<file path="src/rtl/seg7_pattern_decoder.sv">
// seg7_pattern_decoder
// Recovers the hex value shown on an active-low 7-segment bus {g,f,e,d,c,b,a}.
// A pattern must be sampled STABLE_CYCLES times in a row before it is accepted.
// Blank and illegal patterns are flagged, and accepted display changes are counted.
// sample_en=0 freezes every register; only change_pulse is forced low.

module seg7_pattern_decoder #(
  parameter int unsigned STABLE_CYCLES = 4,
  parameter int unsigned CNT_W         = 8
) (
  input  logic             clk,
  input  logic             rst,
  input  logic [6:0]       seg_in,
  input  logic             sample_en,
  output logic [3:0]       digit,
  output logic             valid,
  output logic             blank,
  output logic             invalid,
  output logic             change_pulse,
  output logic [CNT_W-1:0] change_count
);

  localparam logic [6:0]       PAT_BLANK  = 7'b1111111;
  localparam logic [7:0]       STABLE_TGT = 8'(STABLE_CYCLES);
  localparam logic [CNT_W-1:0] CNT_MAX    = {CNT_W{1'b1}};
  localparam logic [CNT_W-1:0] CNT_ONE    = CNT_W'(1);

  typedef enum logic [1:0] {
    ST_IDLE   = 2'd0,
    ST_LOCKED = 2'd1,
    ST_SETTLE = 2'd2
  } state_e;

  // Glyph lookup: bit 4 says "is a hex glyph", bits 3:0 carry its value.
  function automatic logic [4:0] decode_glyph(input logic [6:0] pat);
    logic [4:0] res;
    case (pat)
      7'b1000000: res = {1'b1, 4'h0};
      7'b1111001: res = {1'b1, 4'h1};
      7'b0100100: res = {1'b1, 4'h2};
      7'b0110000: res = {1'b1, 4'h3};
      7'b0011001: res = {1'b1, 4'h4};
      7'b0010010: res = {1'b1, 4'h5};
      7'b0000010: res = {1'b1, 4'h6};
      7'b1111000: res = {1'b1, 4'h7};
      7'b0000000: res = {1'b1, 4'h8};
      7'b0010000: res = {1'b1, 4'h9};
      7'b0001000: res = {1'b1, 4'hA};
      7'b0000011: res = {1'b1, 4'hB};
      7'b1000110: res = {1'b1, 4'hC};
      7'b0100001: res = {1'b1, 4'hD};
      7'b0000110: res = {1'b1, 4'hE};
      7'b0001110: res = {1'b1, 4'hF};
      default:    res = {1'b0, 4'h0};
    endcase
    return res;
  endfunction

  // Registers and their next-state values
  state_e           state_q,   state_d;
  logic [6:0]       sample_q,  sample_d;
  logic [7:0]       stab_q,    stab_d;
  logic [6:0]       locked_q,  locked_d;
  logic [3:0]       digit_q,   digit_d;
  logic             valid_q,   valid_d;
  logic             blank_q,   blank_d;
  logic             invalid_q, invalid_d;
  logic             pulse_q,   pulse_d;
  logic [CNT_W-1:0] count_q,   count_d;

  logic             accept_s;
  logic             new_pattern_s;
  logic [4:0]       glyph_s;

  assign glyph_s = decode_glyph(seg_in);

  // Sample register and stability counter; acceptance is judged on the post-edge count
  always_comb begin
    sample_d = sample_q;
    stab_d   = stab_q;
    accept_s = 1'b0;
    if (sample_en) begin
      sample_d = seg_in;
      if (seg_in == sample_q) begin
        if (stab_q < STABLE_TGT) begin
          stab_d = stab_q + 8'd1;
        end else begin
          stab_d = stab_q;
        end
      end else begin
        stab_d = 8'd1;
      end
      accept_s = (stab_d == STABLE_TGT);
    end else begin
      accept_s = 1'b0;
    end
  end

  // FSM next state: IDLE until first acceptance, SETTLE while a new pattern is pending
  always_comb begin
    state_d = state_q;
    case (state_q)
      ST_IDLE: begin
        if (accept_s) begin
          state_d = ST_LOCKED;
        end else begin
          state_d = ST_IDLE;
        end
      end
      ST_LOCKED: begin
        if (sample_en && !accept_s && (seg_in != locked_q)) begin
          state_d = ST_SETTLE;
        end else begin
          state_d = ST_LOCKED;
        end
      end
      ST_SETTLE: begin
        if (accept_s) begin
          state_d = ST_LOCKED;
        end else begin
          state_d = ST_SETTLE;
        end
      end
      default: state_d = ST_IDLE;
    endcase
  end

  // Output datapath: classify the accepted pattern and track display changes
  always_comb begin
    locked_d      = locked_q;
    digit_d       = digit_q;
    valid_d       = valid_q;
    blank_d       = blank_q;
    invalid_d     = invalid_q;
    pulse_d       = 1'b0;
    count_d       = count_q;
    new_pattern_s = (state_q == ST_IDLE) || (seg_in != locked_q);
    if (accept_s) begin
      locked_d = seg_in;
      if (glyph_s[4]) begin
        digit_d   = glyph_s[3:0];
        valid_d   = 1'b1;
        blank_d   = 1'b0;
        invalid_d = 1'b0;
      end else if (seg_in == PAT_BLANK) begin
        valid_d   = 1'b0;
        blank_d   = 1'b1;
        invalid_d = 1'b0;
      end else begin
        valid_d   = 1'b0;
        blank_d   = 1'b0;
        invalid_d = 1'b1;
      end
      // Re-accepting the locked pattern after a glitch is not a change
      if (new_pattern_s) begin
        pulse_d = 1'b1;
        if (count_q != CNT_MAX) begin
          count_d = count_q + CNT_ONE;
        end else begin
          count_d = count_q;
        end
      end else begin
        pulse_d = 1'b0;
      end
    end else begin
      pulse_d = 1'b0;
    end
  end

  // State and output registers with synchronous reset
  always_ff @(posedge clk) begin
    if (rst) begin
      state_q   <= ST_IDLE;
      sample_q  <= PAT_BLANK;
      stab_q    <= 8'd0;
      locked_q  <= PAT_BLANK;
      digit_q   <= 4'h0;
      valid_q   <= 1'b0;
      blank_q   <= 1'b0;
      invalid_q <= 1'b0;
      pulse_q   <= 1'b0;
      count_q   <= '0;
    end else begin
      state_q   <= state_d;
      sample_q  <= sample_d;
      stab_q    <= stab_d;
      locked_q  <= locked_d;
      digit_q   <= digit_d;
      valid_q   <= valid_d;
      blank_q   <= blank_d;
      invalid_q <= invalid_d;
      pulse_q   <= pulse_d;
      count_q   <= count_d;
    end
  end

  assign digit        = digit_q;
  assign valid        = valid_q;
  assign blank        = blank_q;
  assign invalid      = invalid_q;
  assign change_pulse = pulse_q;
  assign change_count = count_q;

endmodule

</file>
<file path="config.mk">
export PLATFORM = sky130hd
export DESIGN_NAME = seg7_pattern_decoder
export DESIGN_NICKNAME = d
export VERILOG_FILES = /design/src/rtl/seg7_pattern_decoder.sv
export SDC_FILE = /design/constraint.sdc
export NUM_CORES = 1
export LEC_CHECK = 0
export ABC_CLOCK_PERIOD_IN_PS = 2760
export CAP_MARGIN = 20
export CELL_PAD_IN_SITES_DETAIL_PLACEMENT = 1
export CELL_PAD_IN_SITES_GLOBAL_PLACEMENT = 1
export CORE_MARGIN = 5
export CORE_UTILIZATION = 42
export CTS_CLUSTER_DIAMETER = 150
export DETAILED_ROUTE_END_ITERATION = 8
export PLACE_DENSITY_LB_ADDON = 0.1
export SLEW_MARGIN = 40
export SYNTH_ARGS = -nofsm -noshare
export SYNTH_HDL_FRONTEND = slang
export SYNTH_SLANG_ARGS = --single-unit
</file>
<file path="constraint.sdc">
create_clock -name clk -period 2.76 [get_ports clk]
set_input_delay 0.552 -clock clk [delete_from_list [all_inputs] [get_ports clk]]
set_output_delay 0.552 -clock clk [all_outputs]
set_load 0.05 [all_outputs]
</file>
---- After elaboration in Yosys (flattened, before gate mapping) ----
Index checks and enable logic that the tools add are counted.
W data, S select, Z words.
storage, ports and cells
  output and inout port bits .............. 16
  logic and storage cells ................. 60
  bits in registers ....................... 40
  input port bits ......................... 10
operators by class
  eq/ne operators ......................... 22
  add/sub/neg operators ................... 2
  muxes and demuxes ....................... 15
  bitwise logic cells ..................... 1
  order comparisons ....................... 1
  reductions and logical operators ........ 9
operators by type and width
  kind                   count
  $pmux W5 S16           1
  $eq A7 B7 Y1 const B   5
  $mux W8                3
  $eq A7 B5 Y1 const B   3
  $eq A7 B6 Y1 const B   3
  $add A8 B1 Y8 const B  2
  $eq A7 B2 Y1 const B   2
  $eq A7 B4 Y1 const B   2
  $eq A8 B3 Y1 const B   1
  $lt A8 B3 Y1 const B   1
  $mux W1                8
  $ne A8 B8 Y1 const B   1
  $eq A7 B3 Y1 const B   1
  $eq A7 B7 Y1           1
  $logic_not A7 Y1       1
  $ne A7 B7 Y1           1
  $pmux W2 S3            1
  $mux W2                2
  $reduce_and A3 Y1      1
  $eq A2 B1 Y1 const B   1
  $eq A2 B2 Y1 const B   1
  $logic_and A1 B1 Y1    2
  $logic_not A2 Y1       1
  $reduce_and A2 Y1      1
  4 further kinds        4

---- Depth between registers and ports, before layout ----
Gate-level depths: netlist of run 1.
  depth in word-level cells ............... 11
  mapped depth ............................ 8
  depth with buffers taken out ............ 7

---- Least setup slack after synthesis of run 1 ----
Ideal clock, no wire load.
  path kind ............................... input to register
  start ................................... in seg_in[6]
  end ..................................... reg count_q[2], in the netlist change_count[2]
  buffers on the path ..................... 1
  library setup time ...................... 0.123 ns
  arrival time ............................ 2.263 ns
  setup slack ............................. 0.374 ns
  stages .................................. 7
  cell sequence ........................... clkbuf_1 > xnor2_1 > nand4_1 > nor3_1 > nor2_1 > nand3_1 > mux2_1
on the way
  word-level cells in the longest chain between the ends .. 6
RTL lines
  what                           RTL line  text
  start: declaration             13        input logic [6:0] seg_in,
  $eq A7 B7 Y1                   84        if (seg_in == sample_q) begin
  $mux W8                        84
  $mux W8                        82        if (sample_en) begin
  $eq A8 B3 Y1                   93        accept_s = (stab_d == STABLE_TGT);
  $mux W1                        82
  $reduce_and A3 Y1 (no line) *  -
  end signal: assignment         193       count_q <= count_d;
  end: declaration               69        logic [CNT_W-1:0] count_q, count_d;
Every way passes the cells marked *; elsewhere a longest branch is shown, timed or not. The select of a mux whose other input is x is not followed.
A chain may end at the register's enable or synchronous reset.

---- Worst setup path in the final report of run 1 ----
  start ................................... in seg_in[0]
  end ..................................... reg digit_q[2], in the netlist digit[2]
on the way
  word-level cells in the longest chain between the ends .. 6
RTL lines
  what                         RTL line  text
  $eq A7 B7 Y1                 84
  $mux W8                      84
  $mux W8                      82
  $eq A8 B3 Y1                 93
  $mux W1                      82
  $reduce_and A2 Y1 (no line)  -
  end signal: assignment       188       digit_q <= digit_d;
  end: declaration             64        logic [3:0] digit_q, digit_d;
Several ways; a longest one is shown, not always the timed one. The select of a mux whose other input is x is not followed.

==> results of run 1 <==
cell families after synthesis:
family	Yosys count	synth area share
simple gates	102	0.279
compound gates	53	0.202
flops	40	0.368
buf+inv	27	0.0465
xor+xnor	17	0.0684
mux	5	0.0241
fa+ha+maj	2	0.0115
placed cells by master (no fill, tap or decap), types with 3 or more instances in the layout:
cell type	count
nor3_1	6
xor2_1	7
nor2b_1	9
nor2_1	29
xnor2_1	10
a211o_1	14
nand2_1	11
dfxtp_1	40
nor4_1	3
nand3b_1	3
buf_4	25
and2_1	5
and3_1	5
inv_1	9
a211oi_1	3
clkbuf_8	5
nand2b_1	3
mux2i_1	3
nand4_1	6
a21oi_1	10
nand3_1	8
clkdlybuf4s50_1	25
per-layer routing:
metal  vias up  share of wire  GRT usage
met5         -              0          0
met4         0         0.0070     0.0465
met3         2          0.031     0.0461
met2        23           0.46      0.279
met1       919           0.51      0.234
li1        968              -          -
registers in the layout, summed over array words and instances, names as in the netlist:
register and cells:
change_pulse 1, stab_q 8, state_q 2, locked_q 7, digit 4, valid 1
blank 1, change_count 8, invalid 1, sample_q 7
path summary, 6_finish.rpt:
check,endpoint,slack (ns),cells past startpoint
hold reg to reg,stab_q[3],0.47,1
setup / recovery,digit[2],0.28,8
hold / removal,stab_q[3],0.47,1
setup reg to reg,change_count[3],0.49,7
power groups by stage:
stage / Sequential (mW) / Combinational [mW] / Clock [mW]
after floorplan: 0.603 / 0.0955 / 0
after global placement: 0.604 / 0.151 / 0
after detailed placement: 0.604 / 0.152 / 0
after CTS: 0.591 / 0.153 / 0.400
after global routing: 0.592 / 0.166 / 0.418
final: 0.591 / 0.153 / 0.375
cell type report:
| cell class | instances | share of cell area |
|---|---|---|
| multi-input combinational | 179 | 0.465 |
| sequential | 40 | 0.292 |
| timing repair buffer | 51 | 0.167 |
| tap | 70 | 0.0320 |
| clock buffer | 7 | 0.0279 |
| inverter | 9 | 0.0123 |
| clock inverter | 1 | 0.00320 |
critical path, delay by kind of cell:
kind | cells | cell delay [ns]
AOI/OAI and AO/OA | 3 | 0.81
and+or+nand+nor | 3 | 0.68
buffers and inverters | 2 | 0.65
==> results, run 1 <==
- The number of storage elements in the synthesis netlist is 40.
- The multi-input combinational cells in the finished layout cover a total of 1270 sq um.
- The setup fix buffers added after clock tree synthesis is 0.
- The clock sink count is 40.
- In the synthesized netlist, the number of instances is approximately 250.
- The net count of the finished layout is just under 300.
- Across every metal layer, demand over resource in global routing totals 0.175.
- The required time of the critical path is between 2 and 3 ns.
- The filler-free cell count of the finished design is 357.
- The most frequent cell after synthesis is dfxtp_1.
- The timing-limited maximum frequency is 403 MHz.
- The setup slack after layout is approximately 0.28 ns.
- The initial cell density of the core is 0.429.
- Registers take between 800 and 900 sq um.
- The clock buffer count from CTS is 5.
- The data arrival time of the critical path is 2.70 ns.
- The share of synthesized area in the top cell type comes to 0.368.
- The placer congestion estimate is around 0.78.
- The count of buffers added on input and output ports is 25.
- The number of failing setup endpoints in the final timing report is 0.
- Across the VDD grid, the largest voltage drop is about 0.24 mV.
- At the end of the flow the core is filled with cells to 0.540.
- dfxtp_1 takes more of the synthesized area than any other cell.
- Hold is met by roughly 0.47 ns.
- Including well taps, the total number of placed cells is between 300 and 400.
- The leakage power total is slightly above 1 nW.
- The cell area reported after detailed placement is about 2700 sq um.
- For this run, the register share of the synthesized area comes to 0.368.
- The startpoint identified for the worst register-to-register timing path is stab_q[3].
- The die covers between 6000 and 7000 sq um.
- The final setup skew is about 0.0092 ns.
- The clock transition time at the flip-flop clock pins of the worst setup and hold paths is 0.07 ns.
- The worst setup path is captured at a flop.
- The area of all placed cells without fillers is 2740 sq um.
- The total via count after detailed routing is around 1.9k.
- After synthesis, the share of flip-flops with an asynchronous set or reset is 0.
- In this run the power density over the cells is 408 nW/um^2.
- The clock tree from TritonCTS is done.
- The dominant synthesized flop cell is dfxtp_1.
- The area of the mapped netlist is about 2200 sq um.
- The max-slew violation total from the final report is 0.
- The largest single stage delay on the critical path is roughly 0.50 ns.
- Yosys attributes the largest share of cell area to dfxtp_1 (37%), a211o_1 (5.6%), nor2_1 (5.0%), xnor2_1 (4.0%), clkbuf_1 (2.9%).
- 26 I/O pins were placed.
- The post-detailed-route count of antenna-violating nets is 0.
- After detailed routing, the number of remaining DRC violations is 0.
- The netlist uses 56 different library cells.
- During synthesis, Yosys emitted a total of 0 warnings.
- The growth of design area from synthesis to finish is 25.9%.
- Hold repair after CTS inserted 0 buffers.
- The signal on the critical path passes through clkdlybuf4s50_1, or3b_2, a211oi_1, o21ai_1, a31oi_4, buf_4, nor2_1, nor3_1.
- The total half-perimeter wirelength after legalization and detailed placement is around 4000 microns.
- The floorplan has 26 rows.
- The fraction of layout cells with a size suffix above 1 is 0.157.
- The final critical-path share of the clock period is 0.899.
- The die is 82.0 microns wide.
- The total overflow reported by the global router is 0.
- The proportion of power drawn by combinational gates is 0.137.
- In this run the worst path has a maximum fanout of 6.
- The number of hold violations in the final report is 0.
- The category of the critical setup timing path is in -> reg.
- The global-route wire length before repair is 9030 microns.
- The startpoint of the most critical setup path is seg_in[0].
- The worst setup timing slack at the placement stage is between 0.005 and 0.006 ns.
- The switching part of the total is 0.255.
- The clock group share of total power is 0.335.
- Ranked by instance count, the synthesized netlist is headed by dfxtp_1 (40), nor2_1 (29), clkbuf_1 (17).
- The initial antenna violation count is 0.
- The run finished with clean final reports.
- The routed design could run at a clock period as short as around 2.5 ns.
- For this block, the routed nets add up to about 5400 microns of wire.
- The class of the tightest hold or removal check is reg -> reg.
- The total internal power is 0.833 mW.
- Setup repair after global routing left no endpoint under its margin.
- The worst setup path is launched from a primary input.
- The number of max-capacitance violations reported is 0.
- The number of buffers between clock root and the deepest sink is 2.
- The sum of internal, switching and leakage power is roughly 1.1 mW.
- Setup total negative slack on the finished layout was measured at 0 ns.
- The antenna diode instance count is 0.
- The number of global-route vias before repair is 1,921.
- The average wire per cell in the routed design is 15.2 microns.
- The tightest slew margin relative to the limit is 0.580.
- The mean instance size in the synthesized netlist is about 8.8 sq um.
- Using the TritonRoute via totals, the vias-per-cell ratio works out to 5.36.
- For the pin with the worst max-slew slack, the measured transition is between 0.6 and 0.7 ns.
- The net count of the mapped netlist is approximately 260.
- The y dimension of the die is 82.0 microns.
- The maximum number of pins on one net before global-route repair is 20.
- Counting the fill cells in the layout gives between 600 and 700.
- The cell with the biggest individual delay on the critical path is clkdlybuf4s50_1.
- The latest clock arrival within the worst-skew pair is 0.29 ns.
- Of the total power, registers draw 0.528.
- In this run, synthesis inferred 0 flip-flops with an integrated enable.
- In this run the power spent charging and discharging nets is 0.285 mW.
- The clock tree root buffer cell is clkbuf_8.
- The first-pass detailed-route iteration total is 4.
- The number of DRC violations after detailed-routing iteration 0 is between 90 and 100.
- The H-tree was split into 2 levels.
- The worst hold path begins at stab_q[3].
- The number of gates resized after CTS is 0.
- The core region is around 5000 sq um.
(Power assumes the default switching activity.)
==> run 2: changes to the inputs <==
--- a/config.mk
+++ b/config.mk
@@ -11,7 +11,8 @@
 export CELL_PAD_IN_SITES_GLOBAL_PLACEMENT = 1
 export CORE_MARGIN = 5
 export CORE_UTILIZATION = 42
-export CTS_CLUSTER_DIAMETER = 150
+export CTS_CLUSTER_DIAMETER = 60
+export CTS_CLUSTER_SIZE = 12
 export DETAILED_ROUTE_END_ITERATION = 8
 export PLACE_DENSITY_LB_ADDON = 0.1
 export SLEW_MARGIN = 40
==> results of run 2 <==
Same layout as run 1: the final DEF is identical, and so are final timing and power.
